<file path="src/rtl/unum4_add_arbiter.sv">
// unum4_add_arbiter
// Round-robin front end that shares one pipelined unum4 adder/subtractor
// (fixed start-to-done latency LAT) among NREQ requesters. At most one
// operation is granted per cycle. The granted operands are registered onto
// the adder inputs. The requester id travels alongside in a tag pipe so that
// each result comes back as a one-hot response pulse to its owner.
//
// Ports
//   clk, rst          clock, asynchronous active-low reset
//   en                issue enable (no new grants while low; in-flight ops drain)
//   req_valid/ready   per-requester handshake (ready is one-hot, combinational)
//   req_op/m_*/e_*    per-requester operation and flattened operands
//   add_*             adder start/op/operands out; done/result/flags in
//   resp_*            one-hot response pulse plus result pass-through
//   inflight, idle    occupancy status
module unum4_add_arbiter #(
  parameter int NREQ      = 4,
  parameter int ID_W      = 2,
  parameter int MAN_MAX_W = 29,
  parameter int EXP_MAX_W = 16,
  parameter int EXTRA     = 0,
  parameter int LAT       = 6
) (
  input  logic                         clk,
  input  logic                         rst,
  input  logic                         en,
  input  logic [NREQ-1:0]              req_valid,
  output logic [NREQ-1:0]              req_ready,
  input  logic [NREQ-1:0]              req_op,
  input  logic [NREQ*MAN_MAX_W-1:0]    req_m_a,
  input  logic [NREQ*MAN_MAX_W-1:0]    req_m_b,
  input  logic [NREQ*EXP_MAX_W-1:0]    req_e_a,
  input  logic [NREQ*EXP_MAX_W-1:0]    req_e_b,
  output logic                         add_start,
  output logic                         add_op,
  output logic [MAN_MAX_W-1:0]         add_m_a,
  output logic [MAN_MAX_W-1:0]         add_m_b,
  output logic [EXP_MAX_W-1:0]         add_e_a,
  output logic [EXP_MAX_W-1:0]         add_e_b,
  input  logic                         add_done,
  input  logic [MAN_MAX_W+EXTRA-1:0]   add_m_o,
  input  logic [EXP_MAX_W-1:0]         add_e_o,
  input  logic                         add_over,
  input  logic                         add_under,
  output logic [NREQ-1:0]              resp_valid,
  output logic                         resp_nores,
  output logic [MAN_MAX_W+EXTRA-1:0]   resp_m,
  output logic [EXP_MAX_W-1:0]         resp_e,
  output logic                         resp_over,
  output logic                         resp_under,
  output logic [$clog2(LAT+2)-1:0]     inflight,
  output logic                         idle
);

  localparam int CNT_W = $clog2(LAT + 2);

  logic [ID_W-1:0]      ptr_q, ptr_d;
  logic                 gnt_any;
  logic [ID_W-1:0]      gnt_id;

  logic                 start_q;
  logic [ID_W-1:0]      iss_id_q;
  logic                 op_q;
  logic [MAN_MAX_W-1:0] ma_q, mb_q;
  logic [EXP_MAX_W-1:0] ea_q, eb_q;

  logic [LAT-1:0]       tag_v_q;
  logic [ID_W-1:0]      tag_id_q [LAT];

  logic [CNT_W-1:0]     inflight_q, inflight_d;

  // Round-robin search starting at the pointer; the first valid requester wins.
  // The pointer then moves just past the winner so it gets lowest priority next.
  always_comb begin
    gnt_any = 1'b0;
    gnt_id  = '0;
    for (int k = 0; k < NREQ; k++) begin
      if (en && !gnt_any && req_valid[(int'(ptr_q) + k) % NREQ]) begin
        gnt_any = 1'b1;
        gnt_id  = ID_W'((int'(ptr_q) + k) % NREQ);
      end
    end
    req_ready = '0;
    if (gnt_any) req_ready[gnt_id] = 1'b1;
    ptr_d = ptr_q;
    if (gnt_any) ptr_d = (int'(gnt_id) == NREQ - 1) ? '0 : gnt_id + 1'b1;
  end

  // The issued id is kept next to the operands so the tag pipe can start from
  // the cycle in which add_start is high. The tail entry is then valid exactly
  // in the cycle the adder presents that operation's result.
  always_comb begin
    inflight_d = inflight_q + CNT_W'(start_q) - CNT_W'(tag_v_q[LAT-1]);
  end

  // Issue register, tag pipe and occupancy counter. Reset discards every
  // in-flight tag, so no response is ever produced for those operations.
  always_ff @(posedge clk or negedge rst) begin
    if (!rst) begin
      ptr_q      <= '0;
      start_q    <= 1'b0;
      iss_id_q   <= '0;
      op_q       <= 1'b0;
      ma_q       <= '0;
      mb_q       <= '0;
      ea_q       <= '0;
      eb_q       <= '0;
      tag_v_q    <= '0;
      for (int i = 0; i < LAT; i++) tag_id_q[i] <= '0;
      inflight_q <= '0;
    end else begin
      ptr_q   <= ptr_d;
      start_q <= gnt_any;
      if (gnt_any) begin
        iss_id_q <= gnt_id;
        op_q     <= req_op[gnt_id];
        ma_q     <= req_m_a[gnt_id*MAN_MAX_W +: MAN_MAX_W];
        mb_q     <= req_m_b[gnt_id*MAN_MAX_W +: MAN_MAX_W];
        ea_q     <= req_e_a[gnt_id*EXP_MAX_W +: EXP_MAX_W];
        eb_q     <= req_e_b[gnt_id*EXP_MAX_W +: EXP_MAX_W];
      end
      tag_v_q[0]  <= start_q;
      tag_id_q[0] <= iss_id_q;
      for (int i = 1; i < LAT; i++) begin
        tag_v_q[i]  <= tag_v_q[i-1];
        tag_id_q[i] <= tag_id_q[i-1];
      end
      inflight_q <= inflight_d;
    end
  end

  // Responses follow the tail tag only. add_done with an empty tail is ignored.
  // A missing done on a valid tail still produces the pulse, flagged as nores.
  always_comb begin
    resp_valid = '0;
    if (tag_v_q[LAT-1]) resp_valid[tag_id_q[LAT-1]] = 1'b1;
    resp_nores = tag_v_q[LAT-1] & ~add_done;
    resp_m     = add_m_o;
    resp_e     = add_e_o;
    resp_over  = add_over;
    resp_under = add_under;
  end

  assign add_start = start_q;
  assign add_op    = op_q;
  assign add_m_a   = ma_q;
  assign add_m_b   = mb_q;
  assign add_e_a   = ea_q;
  assign add_e_b   = eb_q;
  assign inflight  = inflight_q;
  assign idle      = (inflight_q == '0) && !(|req_valid);

endmodule

</file>
<file path="config.mk">
export PLATFORM = sky130hd
export DESIGN_NAME = unum4_add_arbiter
export DESIGN_NICKNAME = d
export VERILOG_FILES = /design/src/rtl/unum4_add_arbiter.sv
export SDC_FILE = /design/constraint.sdc
export NUM_CORES = 1
export LEC_CHECK = 0
export BUFFER_PORTS_ARGS = -buffer_cell sky130_fd_sc_hd__buf_4
export CAP_MARGIN = 30
export CELL_PAD_IN_SITES_DETAIL_PLACEMENT = 0
export CELL_PAD_IN_SITES_GLOBAL_PLACEMENT = 1
export CORE_AREA = 2 2 224 226
export CTS_CLUSTER_DIAMETER = 150
export DETAILED_ROUTE_END_ITERATION = 12
export DIE_AREA = 0 0 226 228
export HOLD_SLACK_MARGIN = 0.1
export PLACE_DENSITY = 0.61
export SLEW_MARGIN = 20
export SYNTH_ARGS = -nofsm -noshare
export SYNTH_HDL_FRONTEND = slang
export SYNTH_SLANG_ARGS = --single-unit
</file>
<file path="constraint.sdc">
create_clock -name clk -period 3.05 [get_ports clk]
set_input_delay 0.305 -clock clk [delete_from_list [all_inputs] [get_ports clk]]
set_output_delay 0.305 -clock clk [all_outputs]
set_load 0.01 [all_outputs]
</file>
Word level (Yosys, flattened, before mapping)
Index checks and enable logic that the tools add are counted.
{ "word_totals": {"register_bits": 117, "inputBits": 419, "out_inout_bits": 152, "wordCells": 88} }
{ "op_classes": {"n_addsub": 6, "n_mul": 1, "magnitude_cmp": 8, "eq_ne": 1, "n_shift": 4, "mux": 28, "n_bitwise": 5, "n_reduce_logical": 19} }
{ "ops": {"columns": ["cell", "count"], "rows": [
  ["116-bit by 8-bit indexed part select with 29-bit output", 2],
  ["64-bit by 7-bit indexed part select with 16-bit output", 2],
  ["1-bit 2-to-1 mux", 14],
  ["3-bit by 4-bit < comparator with 1-bit output (second input constant)", 3],
  ["1-bit binary-select mux with 2-bit select", 5],
  ["1-bit logical AND", 10],
  ["2-bit 2-to-1 mux", 5],
  ["2-bit by 3-bit < comparator with 1-bit output (second input constant)", 3],
  ["4-bit 2-to-1 mux", 2],
  ["2-bit by 5-bit multiplier with 7-bit output (second input constant)", 1],
  ["2-bit OR reduction", 3],
  ["2-bit by 1-bit adder with 2-bit output (second input constant)", 2],
  ["2-bit adder (second input constant)", 2],
  ["1-bit demux with 2-bit select", 2],
  ["2-bit by 1-bit greater-or-equal comparator with 1-bit output (second input constant)", 2],
  ["1-bit logical NOT", 4],
  ["4-bit OR reduction", 1],
  ["3-bit by 1-bit adder with 3-bit output", 1],
  ["1-bit bitwise AND (first input constant)", 3],
  ["3-bit logical NOT", 1],
  ["3-bit by 1-bit subtractor with 3-bit output", 1],
  ["2-bit by 1-bit == test with 1-bit output (second input constant)", 1],
  ["1-bit bitwise AND", 1],
  ["1-bit NOT", 1]
]} }

Longest topological paths before layout
{ "depth": {"depth_word": 21, "ltp_mapped": 13, "ltp_nobuf": 8} }

Worst setup path after synthesis
OpenSTA, ideal clock, no wires.
{ "synth_path": {"kind": "register to output", "startpoint": "reg ptr_q[0]", "endpoint": "out req_ready[3]", "arrival_ps": 2351, "required_time_ps": 2745, "slack_ps": 394, "stages_incl_launch_ff": 11, "path_cell_list": "dfrtp_1 > buf_6 > or4_1 > o22a_1 > o32ai_2 > inv_2 > buf_6 > buf_6 > buf_2 > ha_1 > and3_1"} }
{ "synth_between": {"elab_chain_len": 21, "elab_cells_between_ends": 38, "classes_between": "3 x add/sub; 2 x order compare; 22 x mux; 11 x reduce/logical"} }
{ "synth_lines": {"columns": ["item", "line", "rtl"], "rows": [
  ["start: declaration", "57", "logic [ID_W-1:0] ptr_q, ptr_d;"],
  ["start signal: assignment", "112", "ptr_q <= ptr_d;"],
  ["parallel branches: the longest is 20 deep, another holds 2-bit by 1-bit adder with 2-bit output", null, null],
  ["4-bit 2-to-1 mux *", "84", "if (gnt_any) req_ready[gnt_id] = 1'b1;"],
  ["end: declaration", "28", "output logic [NREQ-1:0] req_ready,"]
]} }
Every way passes the cells marked *. The select of a mux whose other input is x is not followed.

Final worst setup path
Same ends and word-level chain as after synthesis.

==> results by group <==
Layout
  • Area of the multi-input gates: 0.00418 mm^2
  • Layout area overhead: 63.6%
  • Most frequent cells in the layout: 509 x buf_4, 115 x dfrtp_1, 96 x nor2_1
  • Fillers: approximately 5.3k
  • Final nets: 1620
  • Reg area: about 0.0029 mm^2
  • Layout cells sized above 1: 0.518
  • Final Util: 0.260
  • Commonest non-fill, non-tap cell in the layout: buf_4

Floorplan
  • Die height: between 200 and 250 um
  • Die Area: between 0.05 and 0.06 mm^2
  • Die X: approximately 230 um
  • Initial core utilization: 0.159
  • # rows: between 80 and 90
  • Io pins: approximately 570
  • Area of the core: slightly below 0.05 mm^2

Synthesis
  • Synth cell types: between 40 and 50
  • Yosys warning total: 0
  • Post-synth top flop: dfrtp_1
  • Cell count after synthesis: about 780
  • Mapped Area: roughly 0.0078 mm^2
  • Share of synthesized flip-flops with an asynchronous set or reset: 1.00
  • Post-synth EDFFs: 0
  • Syn_area_per_cell: 10.0 um^2
  • FF+latch count, synth: about 120
  • Seq/Total Area, Yosys: 0.374
  • Mapped Nets: ~1.2k

Route
  • DR vias: 8113
  • Final wirelength: 38900 um
  • Total iterations of the first detailed-routing run: 4
  • Remaining DRCs: 0
  • Drt first-iter violations: about 360
  • Vias per Instance: roughly 4.3
  • Final ANT Viol Nets: 0
  • Avg WL per Cell: roughly 21 um

Critical path
  • CP max FO: 5
  • CP Cell Sequence: buf_6 -> a21o_1 -> o311a_1 -> and4_4 -> o32ai_4 -> clkinv_4 -> buf_16 -> ha_1 -> and3_4 -> buf_6
  • Worst setup EP type: output pin
  • WP data required: around 2700 ps
  • Worst stage delay on the critical path: 440 ps
  • Setup CP Type: flop to output pin
  • CP arrival: about 2600 ps
  • Worst path top cell family by delay: compound AO/OA/AOI/OAI gates
  • Cell mode on critical path: buf_6
  • WP buf/inv: 4
  • Slowest CP cell: dfrtp_2
  • Startpoint Class: flop

Pwr
  • Leak pwr: 5.69 nW
  • Cell Pwr Density: around 800 mW/mm^2
  • Peak supply drop: between 400 and 500 uV

Placement
  • DP Worst Slack: 159 ps
  • RD Place Congestion: just over 0.8
  • Post-DP HPWL: about 27000 um
  • PortBufs: ~480

Timing
  • Clock Skew: 9.02 ps
  • Final Hold Vio Count: 0
  • RSZ-0062 raised after global routing: yes
  • Fmax: 0.340 GHz
  • Worst Max-Slew Pin Slew: roughly 920 ps
  • Endpoints failing setup: 0
  • Setup ws final: between 100 and 150 ps
  • Final Max Tran Viols: 0
  • Minimum clock period: ~2900 ps
  • Worst slew margin: 0.384
  • Final Cycle Share: 0.965

Global route
  • Largest net degree at the start of global routing: 95
  • Remaining Overflow, GRT: 0
  • Vias in the first global route: ~8.4k
  • Gr usage total: 0.147
  • First-pass GRT wire length: ~55000 um
  • Initial antenna violation count: 2

Min path
  • Tightest Hold Check Type: input port to flop

Run status
  • Status: finished clean

CTS
  • CTS clk-pin slew, worst paths: roughly 70 ps
  • CTS Sinks: 117
  • CTS Buffer Depth: 2
  • CTS tree: done
  • Num CTS Buffers: 17
  • H-tree depth: 4
  • Clock root cell: clkbuf_16
  • Worst skew pair latency: between 400 and 500 ps

Run
  • Max-cap viol count: 0
-- final timing paths --
check | start | endpoint | cells after the start | slack, ps
max | ptr_q[0] | req_ready[3] | 10 | 110
min | req_e_b[42] | add_e_b[10] | 3 | 170
max reg2reg | ptr_q[0] | add_m_a[28] | 9 | 190
min reg2reg | tag_v_q[0] | tag_v_q[1] | 0 | 350
max in group asynchronous | rst | add_m_a[7] | 3 | 1860
min in group asynchronous | rst | inflight[2] | 2 | 310
-- where the power goes --
part	internal (mW)	total, mW	leakage [nW]	switching (mW)
Clock	1.09	2.06	0.282	0.973
Sequential	2.31	2.80	1.35	0.493
Combinational	2.72	5.52	4.05	2.81
-- worst min-delay path, cell delays in order --
cell and delay (ps):
buf_4 100, mux2i_1 110, a211oi_1 80
-- cell usage after synthesis (2+ instances only) --
cell       number  share of area
clkbuf_1       49          0.023
inv_1           8         0.0038
o21ai_0         2         0.0013
buf_4          52          0.050
and3_1         93          0.074
nor3_1          2         0.0013
a2111oi_2      47          0.090
ha_1            3         0.0048
nor3b_1         3         0.0029
nor2b_1         3         0.0024
nand2_1         9         0.0043
and3b_1         2         0.0022
xnor2_1         2         0.0022
a31oi_1         2         0.0016
a211oi_1       91          0.087
buf_1           3         0.0014
mux2i_1        94           0.12
or4_1           2         0.0019
dfrtp_1       117           0.37
buf_6           9          0.013
buf_2          22          0.014
nand3b_1        2         0.0019
a21oi_1         3         0.0019
nor2_1         96          0.046
a2111oi_0      44          0.049
a21o_1          3         0.0029
-- state kept, by name (all words and copies together) (netlist names) --
name	flops
inflight	3
tag_id_q	12
add_m_b	29
tag_v_q	6
iss_id_q	2
ptr_q	2
add_op	1
add_e_b	16
add_start	1
add_e_a	16
add_m_a	29
-- layout make-up --
class                           count  share of cell area
Inverter                            9             0.00342
Timing Repair Buffer              530               0.331
Tap cell                          672              0.0656
Clock inverter                     15              0.0113
Sequential cell                   117               0.229
Multi-Input combinational cell    522               0.326
Clock buffer                       17              0.0332
Antenna cell                        1            0.000195
-- kinds of logic after synthesis --
logic type,share of synthesized area
multiplexers,0.120
adder cells (fa/ha/maj),0.00735
buffers and inverters,0.106
AND/OR/NAND/NOR,0.146
AO/OA/AOI/OAI,0.244
XOR/XNOR,0.00224
flip-flops,0.374
-- metrics by stage --
stage               instances  area, um^2  hold WS, ps  power [mW]  TNS [ps]
finish                   1883       12800          171        10.4         0
global route             1882       12800          158        11.1     -49.7
CTS                      1871       12600          111        10.4     -33.5
detailed placement       1825       11900          265        7.88         0
global placement         1825       11900          255        7.82         0
floorplan                 782        7830         9.41        5.50         0
-- per-layer routing --
metal	vias to the layer above	global-route usage	share of wire
met5	-	0	0.00033
li1	3794	-	-
met3	66	0.0452	0.075
met4	2	0.0811	0.042
met2	343	0.243	0.48
met1	3908	0.168	0.40
-- repair_timing --
item	CTS	global route
buffers inserted	10	8
endpoints found under the setup margin	4	5
resized for setup	8	16
hold endpoints to repair	39	0
pin swaps	2	6
cloned	3	3
hold buffers	1	0
Power figures use the tool's default switching activity.
